### config.mk
export PLATFORM = sky130hd
export DESIGN_NAME = axi4_lite_master_flat
export DESIGN_NICKNAME = d
export VERILOG_FILES = /design/src/rtl/axi4_lite_master_if.sv /design/src/rtl/axi4_lite_master.sv /design/src/flat_wrapper.sv
export SDC_FILE = /design/constraint.sdc
export NUM_CORES = 1
export LEC_CHECK = 0
export CORE_AREA = 3 3 88 153
export DETAILED_ROUTE_END_ITERATION = 16
export DIE_AREA = 0 0 91 156
export PLACE_DENSITY = 0.85
export SLEW_MARGIN = 5
export SYNTH_ARGS = -nofsm -noshare
export SYNTH_HDL_FRONTEND = slang
export SYNTH_SLANG_ARGS = --single-unit
export TNS_END_PERCENT = 30
### constraint.sdc
create_clock -name ACLK -period 11.6 [get_ports ACLK]
set_input_delay 1.74 -clock ACLK [delete_from_list [all_inputs] [get_ports ACLK]]
set_output_delay 1.74 -clock ACLK [all_outputs]
set_load 0.02 [all_outputs]
### src/rtl/axi4_lite_master_if.sv
// Purpose : bundles the command/response handshake and the AXI4-Lite master
//           channels of axi4_lite_master into one interface.
// Ports   : command (cmd_*), response (rsp_*), AW/W/B and AR/R channels (M_*).
// Modports: master = the bridge itself, slave = the environment around it
//           (command source, response sink and AXI slave).
interface axi4_lite_master_if #(
    parameter int unsigned ADDRESS    = 32,
    parameter int unsigned DATA_WIDTH = 32
);
    localparam int unsigned STRB_W = DATA_WIDTH / 8;

    // Command / response side
    logic                  cmd_valid;
    logic                  cmd_ready;
    logic                  cmd_write;
    logic [ADDRESS-1:0]    cmd_addr;
    logic [DATA_WIDTH-1:0] cmd_wdata;
    logic [STRB_W-1:0]     cmd_wstrb;
    logic                  rsp_valid;
    logic                  rsp_ready;
    logic [DATA_WIDTH-1:0] rsp_rdata;
    logic [1:0]            rsp_resp;

    // AXI4-Lite channels
    logic [ADDRESS-1:0]    M_AWADDR;
    logic                  M_AWVALID;
    logic                  M_AWREADY;
    logic [DATA_WIDTH-1:0] M_WDATA;
    logic [STRB_W-1:0]     M_WSTRB;
    logic                  M_WVALID;
    logic                  M_WREADY;
    logic [1:0]            M_BRESP;
    logic                  M_BVALID;
    logic                  M_BREADY;
    logic [ADDRESS-1:0]    M_ARADDR;
    logic                  M_ARVALID;
    logic                  M_ARREADY;
    logic [DATA_WIDTH-1:0] M_RDATA;
    logic [1:0]            M_RRESP;
    logic                  M_RVALID;
    logic                  M_RREADY;

    modport master (
        input  cmd_valid, cmd_write, cmd_addr, cmd_wdata, cmd_wstrb,
        output cmd_ready,
        output rsp_valid, rsp_rdata, rsp_resp,
        input  rsp_ready,
        output M_AWADDR, M_AWVALID,
        input  M_AWREADY,
        output M_WDATA, M_WSTRB, M_WVALID,
        input  M_WREADY,
        input  M_BRESP, M_BVALID,
        output M_BREADY,
        output M_ARADDR, M_ARVALID,
        input  M_ARREADY,
        input  M_RDATA, M_RRESP, M_RVALID,
        output M_RREADY
    );

    modport slave (
        output cmd_valid, cmd_write, cmd_addr, cmd_wdata, cmd_wstrb,
        input  cmd_ready,
        input  rsp_valid, rsp_rdata, rsp_resp,
        output rsp_ready,
        input  M_AWADDR, M_AWVALID,
        output M_AWREADY,
        input  M_WDATA, M_WSTRB, M_WVALID,
        output M_WREADY,
        output M_BRESP, M_BVALID,
        input  M_BREADY,
        input  M_ARADDR, M_ARVALID,
        output M_ARREADY,
        output M_RDATA, M_RRESP, M_RVALID,
        input  M_RREADY
    );
endinterface

### src/rtl/axi4_lite_master.sv
// Purpose : single-outstanding AXI4-Lite master. Accepts one read or write
//           command, runs it on the AXI channels and returns the slave's
//           response (data + resp code) through a valid/ready handshake.
// Ports   : ACLK   - rising-edge clock
//           ARESET - asynchronous active-high reset
//           bus    - axi4_lite_master_if.master (cmd_*, rsp_*, M_* channels)
// Config  : AXI_MASTER_ALIGN_CHECK_EN - when defined, commands whose address
//           is not aligned to the data width are answered locally with
//           SLVERR (2'b10) and never reach the AXI bus.
// All outputs are registered except cmd_ready, which is decoded from state.
module axi4_lite_master #(
    parameter int unsigned ADDRESS    = 32,
    parameter int unsigned DATA_WIDTH = 32
) (
    input  logic               ACLK,
    input  logic               ARESET,
    axi4_lite_master_if.master bus
);
    localparam int unsigned STRB_W = DATA_WIDTH / 8;

    typedef enum logic [2:0] {
        IDLE  = 3'd0,
        WRITE = 3'd1,
        WRESP = 3'd2,
        RADDR = 3'd3,
        RDATA = 3'd4,
        DONE  = 3'd5
    } state_t;

    state_t                r_state;
    logic [ADDRESS-1:0]    r_awaddr;
    logic                  r_awvalid;
    logic [DATA_WIDTH-1:0] r_wdata;
    logic [STRB_W-1:0]     r_wstrb;
    logic                  r_wvalid;
    logic                  r_bready;
    logic [ADDRESS-1:0]    r_araddr;
    logic                  r_arvalid;
    logic                  r_rready;
    logic                  r_rsp_valid;
    logic [DATA_WIDTH-1:0] r_rsp_rdata;
    logic [1:0]            r_rsp_resp;

    logic w_cmd_ready;
    logic w_cmd_fire;
    logic w_aw_fire;
    logic w_w_fire;

    assign w_cmd_ready = (r_state == IDLE);
    assign w_cmd_fire  = bus.cmd_valid && w_cmd_ready;
    assign w_aw_fire   = r_awvalid && bus.M_AWREADY;
    assign w_w_fire    = r_wvalid && bus.M_WREADY;

`ifdef AXI_MASTER_ALIGN_CHECK_EN
    localparam int unsigned OFFS_W = $clog2(STRB_W);
    logic w_misaligned;
    assign w_misaligned = (bus.cmd_addr[OFFS_W-1:0] != OFFS_W'(0));
`endif

    // Transaction sequencer; every bus-facing output is a register here.
    always_ff @(posedge ACLK or posedge ARESET) begin
        if (ARESET) begin
            r_state     <= IDLE;
            r_awaddr    <= '0;
            r_awvalid   <= 1'b0;
            r_wdata     <= '0;
            r_wstrb     <= '0;
            r_wvalid    <= 1'b0;
            r_bready    <= 1'b0;
            r_araddr    <= '0;
            r_arvalid   <= 1'b0;
            r_rready    <= 1'b0;
            r_rsp_valid <= 1'b0;
            r_rsp_rdata <= '0;
            r_rsp_resp  <= 2'b00;
        end else begin
            case (r_state)
                IDLE: begin
                    if (w_cmd_fire) begin
`ifdef AXI_MASTER_ALIGN_CHECK_EN
                        if (w_misaligned) begin
                            r_rsp_valid <= 1'b1;
                            r_rsp_rdata <= '0;
                            r_rsp_resp  <= 2'b10;
                            r_state     <= DONE;
                        end else
`endif
                        if (bus.cmd_write) begin
                            r_awaddr  <= bus.cmd_addr;
                            r_wdata   <= bus.cmd_wdata;
                            r_wstrb   <= bus.cmd_wstrb;
                            r_awvalid <= 1'b1;
                            r_wvalid  <= 1'b1;
                            r_state   <= WRITE;
                        end else begin
                            r_araddr  <= bus.cmd_addr;
                            r_arvalid <= 1'b1;
                            r_state   <= RADDR;
                        end
                    end
                end
                WRITE: begin
                    // A low valid here means that channel already completed.
                    if (w_aw_fire) r_awvalid <= 1'b0;
                    if (w_w_fire)  r_wvalid  <= 1'b0;
                    if ((!r_awvalid || w_aw_fire) && (!r_wvalid || w_w_fire)) begin
                        r_bready <= 1'b1;
                        r_state  <= WRESP;
                    end
                end
                WRESP: begin
                    if (bus.M_BVALID) begin
                        r_bready    <= 1'b0;
                        r_rsp_valid <= 1'b1;
                        r_rsp_rdata <= '0;
                        r_rsp_resp  <= bus.M_BRESP;
                        r_state     <= DONE;
                    end
                end
                RADDR: begin
                    if (bus.M_ARREADY) begin
                        r_arvalid <= 1'b0;
                        r_rready  <= 1'b1;
                        r_state   <= RDATA;
                    end
                end
                RDATA: begin
                    if (bus.M_RVALID) begin
                        r_rready    <= 1'b0;
                        r_rsp_valid <= 1'b1;
                        r_rsp_rdata <= bus.M_RDATA;
                        r_rsp_resp  <= bus.M_RRESP;
                        r_state     <= DONE;
                    end
                end
                DONE: begin
                    if (bus.rsp_ready) begin
                        r_rsp_valid <= 1'b0;
                        r_state     <= IDLE;
                    end
                end
                default: r_state <= IDLE;
            endcase
        end
    end

    assign bus.cmd_ready = w_cmd_ready;
    assign bus.rsp_valid = r_rsp_valid;
    assign bus.rsp_rdata = r_rsp_rdata;
    assign bus.rsp_resp  = r_rsp_resp;
    assign bus.M_AWADDR  = r_awaddr;
    assign bus.M_AWVALID = r_awvalid;
    assign bus.M_WDATA   = r_wdata;
    assign bus.M_WSTRB   = r_wstrb;
    assign bus.M_WVALID  = r_wvalid;
    assign bus.M_BREADY  = r_bready;
    assign bus.M_ARADDR  = r_araddr;
    assign bus.M_ARVALID = r_arvalid;
    assign bus.M_RREADY  = r_rready;
endmodule
### src/flat_wrapper.sv
// flat-port wrapper written by rule: the top's interface ports become plain ports
module axi4_lite_master_flat 
#(
    parameter int unsigned ADDRESS    = 32,
    parameter int unsigned DATA_WIDTH = 32
)
  (ACLK, ARESET, bus_cmd_valid, bus_cmd_write, bus_cmd_addr, bus_cmd_wdata, bus_cmd_wstrb, bus_cmd_ready, bus_rsp_valid, bus_rsp_rdata, bus_rsp_resp, bus_rsp_ready, bus_M_AWADDR, bus_M_AWVALID, bus_M_AWREADY, bus_M_WDATA, bus_M_WSTRB, bus_M_WVALID, bus_M_WREADY, bus_M_BRESP, bus_M_BVALID, bus_M_BREADY, bus_M_ARADDR, bus_M_ARVALID, bus_M_ARREADY, bus_M_RDATA, bus_M_RRESP, bus_M_RVALID, bus_M_RREADY);
  axi4_lite_master_if #(.ADDRESS(ADDRESS), .DATA_WIDTH(DATA_WIDTH)) bus_i ();
  input  logic ACLK;
  input  logic ARESET;
  input wire logic [$bits(bus_i.cmd_valid)-1:0] bus_cmd_valid;
  input wire logic [$bits(bus_i.cmd_write)-1:0] bus_cmd_write;
  input wire logic [$bits(bus_i.cmd_addr)-1:0] bus_cmd_addr;
  input wire logic [$bits(bus_i.cmd_wdata)-1:0] bus_cmd_wdata;
  input wire logic [$bits(bus_i.cmd_wstrb)-1:0] bus_cmd_wstrb;
  output wire logic [$bits(bus_i.cmd_ready)-1:0] bus_cmd_ready;
  output wire logic [$bits(bus_i.rsp_valid)-1:0] bus_rsp_valid;
  output wire logic [$bits(bus_i.rsp_rdata)-1:0] bus_rsp_rdata;
  output wire logic [$bits(bus_i.rsp_resp)-1:0] bus_rsp_resp;
  input wire logic [$bits(bus_i.rsp_ready)-1:0] bus_rsp_ready;
  output wire logic [$bits(bus_i.M_AWADDR)-1:0] bus_M_AWADDR;
  output wire logic [$bits(bus_i.M_AWVALID)-1:0] bus_M_AWVALID;
  input wire logic [$bits(bus_i.M_AWREADY)-1:0] bus_M_AWREADY;
  output wire logic [$bits(bus_i.M_WDATA)-1:0] bus_M_WDATA;
  output wire logic [$bits(bus_i.M_WSTRB)-1:0] bus_M_WSTRB;
  output wire logic [$bits(bus_i.M_WVALID)-1:0] bus_M_WVALID;
  input wire logic [$bits(bus_i.M_WREADY)-1:0] bus_M_WREADY;
  input wire logic [$bits(bus_i.M_BRESP)-1:0] bus_M_BRESP;
  input wire logic [$bits(bus_i.M_BVALID)-1:0] bus_M_BVALID;
  output wire logic [$bits(bus_i.M_BREADY)-1:0] bus_M_BREADY;
  output wire logic [$bits(bus_i.M_ARADDR)-1:0] bus_M_ARADDR;
  output wire logic [$bits(bus_i.M_ARVALID)-1:0] bus_M_ARVALID;
  input wire logic [$bits(bus_i.M_ARREADY)-1:0] bus_M_ARREADY;
  input wire logic [$bits(bus_i.M_RDATA)-1:0] bus_M_RDATA;
  input wire logic [$bits(bus_i.M_RRESP)-1:0] bus_M_RRESP;
  input wire logic [$bits(bus_i.M_RVALID)-1:0] bus_M_RVALID;
  output wire logic [$bits(bus_i.M_RREADY)-1:0] bus_M_RREADY;
  assign bus_i.cmd_valid = bus_cmd_valid;
  assign bus_i.cmd_write = bus_cmd_write;
  assign bus_i.cmd_addr = bus_cmd_addr;
  assign bus_i.cmd_wdata = bus_cmd_wdata;
  assign bus_i.cmd_wstrb = bus_cmd_wstrb;
  assign bus_cmd_ready = bus_i.cmd_ready;
  assign bus_rsp_valid = bus_i.rsp_valid;
  assign bus_rsp_rdata = bus_i.rsp_rdata;
  assign bus_rsp_resp = bus_i.rsp_resp;
  assign bus_i.rsp_ready = bus_rsp_ready;
  assign bus_M_AWADDR = bus_i.M_AWADDR;
  assign bus_M_AWVALID = bus_i.M_AWVALID;
  assign bus_i.M_AWREADY = bus_M_AWREADY;
  assign bus_M_WDATA = bus_i.M_WDATA;
  assign bus_M_WSTRB = bus_i.M_WSTRB;
  assign bus_M_WVALID = bus_i.M_WVALID;
  assign bus_i.M_WREADY = bus_M_WREADY;
  assign bus_i.M_BRESP = bus_M_BRESP;
  assign bus_i.M_BVALID = bus_M_BVALID;
  assign bus_M_BREADY = bus_i.M_BREADY;
  assign bus_M_ARADDR = bus_i.M_ARADDR;
  assign bus_M_ARVALID = bus_i.M_ARVALID;
  assign bus_i.M_ARREADY = bus_M_ARREADY;
  assign bus_i.M_RDATA = bus_M_RDATA;
  assign bus_i.M_RRESP = bus_M_RRESP;
  assign bus_i.M_RVALID = bus_M_RVALID;
  assign bus_M_RREADY = bus_i.M_RREADY;
  axi4_lite_master #(.ADDRESS(ADDRESS), .DATA_WIDTH(DATA_WIDTH)) u_core (.ACLK(ACLK), .ARESET(ARESET), .bus(bus_i));
endmodule
# Word level (Yosys, flattened, before mapping)
# Cells that the tools add are included.
totals:
  mem_bits_ro: 0
  latchBits: 0
  input_bits: 114
  ff_bits: 143
  wordCells: 88
  ramBits: 0
  n_memories: 0
  out_inout_bits: 141
op_classes:
  div: 0
  n_shift: 0
  n_eq_ne: 15
  mul: 0
  n_reduce_logical: 25
  bitwise_logic: 1
  n_lt_le_gt_ge: 0
  mux: 34
  n_addsub: 0
op_table:
  columns: ["operator", "count"]
  rows:
  - ["$mux W32", 2]
  - ["$pmux W32 S2", 1]
  - ["$mux W3", 6]
  - ["$pmux W3 S6", 1]
  - ["$reduce_and A4 Y1", 4]
  - ["$reduce_and A3 Y1", 5]
  - ["$mux W1", 14]
  - ["$ne A2 B2 Y1 const B", 7]
  - ["$pmux W1 S2", 5]
  - ["$reduce_bool A2 Y1", 5]
  - ["$eq A3 B2 Y1 const B", 2]
  - ["$eq A3 B3 Y1 const B", 2]
  - ["$mux W2", 3]
  - ["$ne A2 B1 Y1 const B", 3]
  - ["$reduce_and A6 Y1", 1]
  - ["$logic_and A1 B1 Y1", 4]
  - ["$pmux W2 S2", 1]
  - ["$eq A3 B1 Y1 const B", 1]
  - ["$logic_not A3 Y1", 1]
  - ["$pmux W1 S3", 1]
  - ["$reduce_bool A3 Y1", 1]
  - ["$logic_not A1 Y1", 2]
  - ["$logic_or A1 B1 Y1", 2]
  - ["$not A1 Y1", 1]

# Logic depth before layout (Yosys ltp)
logic_depth:
  word_depth: 5
  mapped_depth: 7
  depth_no_buf: 4

# Least setup slack after synthesis
# Ideal clock, no wire load.
synth_path:
  kind: "input to register"
  startpoint: "input port bus_rsp_ready"
  endpoint: "register u_core.r_state[0]"
  n_path_buf: 0
  path_stages: 4
  arrival_ns: 2.607
  t_required_ns: 11.475
  setup_time_ns: 0.125
  slack_ns: 8.868
  path_cell_list: "nor4bb_1 a41oi_1 o2111ai_1 mux2_2"
synth_via:
  elab_chain_cells: 2
synth_rtl:
  columns: ["element", "line_no", "rtl"]
  rows:
  - ["from (decl)", "flat_wrapper.sv:20", "input wire logic [$bits(bus_i.rsp_ready)-1:0] bus_rsp_ready;"]
  - ["$ne A2 B2 Y1 (no line)", null, null]
  - ["$reduce_and A6 Y1 (no line)", null, null]
  - ["to (signal assigned)", "axi4_lite_master.sv:63", "r_state <= IDLE;"]
  - ["to (signal assigned)", "axi4_lite_master.sv:94", "r_state <= WRITE;"]
  - ["to (signal assigned)", "axi4_lite_master.sv:98", "r_state <= RADDR;"]
  - ["to (decl)", "axi4_lite_master.sv:30", "state_t r_state;"]
# No other way between the ends.
# A chain may end at the register's enable or synchronous reset.

# Final worst setup path
layout_path:
  startpoint: "register u_core.r_state[0]"
  endpoint: "output port bus_cmd_ready"
layout_via:
  elab_chain_cells: 1
layout_rtl:
  columns: ["element", "line_no", "rtl"]
  rows:
  - ["$logic_not A3 Y1", "axi4_lite_master.sv:49", "assign w_cmd_ready = (r_state == IDLE);"]
  - ["to (decl)", "flat_wrapper.sv:16", "output wire logic [$bits(bus_i.cmd_ready)-1:0] bus_cmd_ready;"]
# No other way between the ends.

==> flow_summary.ini <==
[outcome]
run_status = completed

[finish]
multi_input_area_um2 = 1850
nFillCells = 881
utilization_pct = 70.8
nets = 780
n_antenna_cell = 0
drive_gt1_share_pct = 19.2
regArea_um2 = 3580
syn_to_final_growth_pct = 58.4

[yosys]
ys_types = 31
yosys-top-cells-area = dfrtp_1, mux2_2, nand2_1, o21ai_0, mux2_1
synth_sequential_area_ratio_pct = 64.4
synth_nets = 528
synth.top_cell.area_share_pct = 64.4
yosysWarnings = 0
avgSynthCellArea_um2 = 13.4
synthCells = 414
syn_area_um2 = 5560
yosysTopAreaCell = dfrtp_1
synth_seq_cells = 143

[drt]
met1Wirelength_mm = 5.12
vias_per_cell = 5.04
drtIter0Drc = 156
final_antenna_net_count = 0
wl_per_cell_um = 17.8
drtPass1Iterations = 5
routed_wl_mm = 15.1
dr_wl_met2_mm = 8.22
vias = 4265
top_layer = met4
met3_length_mm = 1.13
drc = 0

[floorplan]
ios = 255
core_area_um2 = 12400
rows = 54
start_util_pct = 44.7
fp.dieH_um = 156
dieArea_um2 = 14200
die_w_um = 91

[worst_setup_path]
reg2reg_depth = 3
rrSetupSlack_ns = 9.12
startpoint_type = register
crit_end = bus_cmd_ready
crit_arrival_ns = 1.98
cp.required_ns = 9.86
crit_path_end_kind = output pin
worstReg2RegStart = u_core.r_state[0]
timing.rr.end = u_core.bus.M_WSTRB[3]
path_class = register to output pin
startpoint = u_core.r_state[0]
cp_max_fo = 15

[clock_tree]
ctsHoldBuffers = 0
clock_sinks = 143
clockBufferDepth = 2
clk-insertion-delay-late_ns = 0.40
htreeDepth = 4
post_cts_buffers = 0
clk_pin_slew_ns = 0.06
cts_tree = yes
numCtsBuffers = 17
ctsRootBufferMaster = clkbuf_16
cts_resized = 0

[sta]
rsz0062_at_grt = false
fin_setup_tns_ns = 0
min_period_ns = 3.72
finalHoldViolations = 0
min_period_over_period_pct = 32.1
relSlewSlack_pct = 23.1
setup_viol = 0
max_slew.worst_pin.slew_ns = 1.15
layout_setup_ws_ns = 7.88
drv_slew = 0
fmax_mhz = 269
finClkSkew_ns = 0.0105

[global_routing]
grt.total_usage_pct = 21.1
grt_start_max_net_pins = 77
antenna_found_initial = 0
grt_pass1_wl_mm = 23.4
grt_pass1_vias = 4529
grt_overflow = 0

[place]
place_congestion = 0.838
portBuffers = 254
place_ws_ns = 7.68
place_hpwl_mm = 11.1

[worst_hold_path]
holdCritPathClass = register to register

[pwr]
vdd_ir_drop_max_uv = 153
power.density_nw_per_um2 = 292
p_leak_nw = 3.68

[job]
maxCapViolCount = 0
==> power by group <==
group          internal, W  total (W)  switching, W  leakage (nW)
logic             0.000605    0.00118      0.000572          1.64
clock network     0.000318   0.000523      0.000206         0.278
registers         0.000730   0.000869      0.000139          1.77
==> through the flow <==
| stage | instance area [um^2] | instances | hold slack [ns] | total power [W] |
|---|---|---|---|---|
| final | 8800 | 846 | 0.479 | 0.00257 |
| after global routing | 8800 | 846 | 0.497 | 0.00270 |
| after CTS | 8800 | 846 | 0.483 | 0.00260 |
| after detailed placement | 8230 | 815 | 0.470 | 0.00206 |
| after global placement | 8230 | 815 | 0.463 | 0.00201 |
| after floorplan | 5560 | 414 | 0.582 | 0.00145 |
==> critical path, cell delays in order, from the launching register on <==
cell,delay (ns)
dfrtp_1,0.57
nor3_4,0.35
clkdlybuf4s50_1,0.66
==> synthesized netlist by cell type <==
cell       count
buf_2         14
mux2i_1        3
buf_4          4
a22o_1         1
nand3_1        3
nor3_1         1
nand3b_1       2
nor4bb_1       1
a21boi_0       1
o21bai_1       1
a41oi_1        1
o2111ai_1      1
nand2_1       74
nor2b_1        2
o21ai_0       32
nor2_4         1
nor3_2         1
mux2_2        94
inv_1          6
nor3_4         1
nor4_1         1
o32a_1         1
a21o_1         1
clkbuf_1       5
nor2_1         2
mux2_1         8
o21ai_1        5
o211ai_1       1
a32oi_1        1
a21oi_1        2
dfrtp_1      143
==> worst min-delay path by stage <==
stage | startpoint | end | cells after the start | slack (ns)
after floorplan | u_core.bus.rsp_rdata[1] | u_core.bus.rsp_rdata[1] | 2 | 0.58
after global placement | u_core.bus.rsp_rdata[12] | u_core.bus.rsp_rdata[12] | 2 | 0.46
after detailed placement | u_core.bus.rsp_rdata[24] | u_core.bus.rsp_rdata[24] | 2 | 0.47
after CTS | u_core.bus.rsp_rdata[16] | u_core.bus.rsp_rdata[16] | 2 | 0.48
after global routing | u_core.bus.rsp_rdata[16] | u_core.bus.rsp_rdata[16] | 2 | 0.50
final | u_core.bus.rsp_rdata[24] | u_core.bus.rsp_rdata[24] | 2 | 0.48
==> per-layer routing <==
metal / vias up / track usage, %
met5: - / 0
met4: 0 / 11.0
met3: 40 / 7.14
met2: 212 / 38.7
met1: 2077 / 20.8
li1: 1936 / -
==> registers in the layout (all words and copies together), names as in the netlist <==
| name | cells |
|---|---|
| u_core.bus.rsp_valid | 1 |
| u_core.bus.rsp_resp | 2 |
| u_core.r_state | 3 |
| u_core.bus.M_AWVALID | 1 |
| u_core.bus.M_WVALID | 1 |
| u_core.bus.M_WSTRB | 4 |
| u_core.bus.M_ARVALID | 1 |
| u_core.bus.M_WDATA | 32 |
| u_core.bus.M_RREADY | 1 |
| u_core.bus.M_AWADDR | 32 |
| u_core.bus.rsp_rdata | 32 |
| u_core.bus.M_BREADY | 1 |
| u_core.bus.M_ARADDR | 32 |
==> layout by cell type (no fill, tap or decap), drive strengths merged, types with 2 or more instances in the layout <==
cell type	count
a21oi	2
mux2	102
clkinv	7
nor3	3
nor2b	2
clkbuf	19
nand2	74
nand3	3
clkdlybuf4s50	254
nor2	3
dfrtp	143
nand3b	2
mux2i	3
o21ai	37
buf	2
inv	8
bufinv	2
==> logic make-up (layout without fill, tap and decap cells) <==
group | after synthesis | in the layout | share of synthesized area, %
AO/OA/AOI/OAI | 48 | 48 | 4.87
buffers and inverters | 29 | 293 | 2.55
flip-flops | 143 | 143 | 64.4
multiplexers | 105 | 105 | 21.2
AND/OR/NAND/NOR | 89 | 89 | 6.96
==> final cells by class <==
class	instances	share of cell area [%]
well taps	168	2.39
repair buffers	256	29.1
clock inverters	12	1.58
inverters	6	0.313
multi-input cells	242	21.1
clock buffers	19	4.92
flip-flops and latches	143	40.7
No activity file was read; power rests on OpenSTA's default activity.
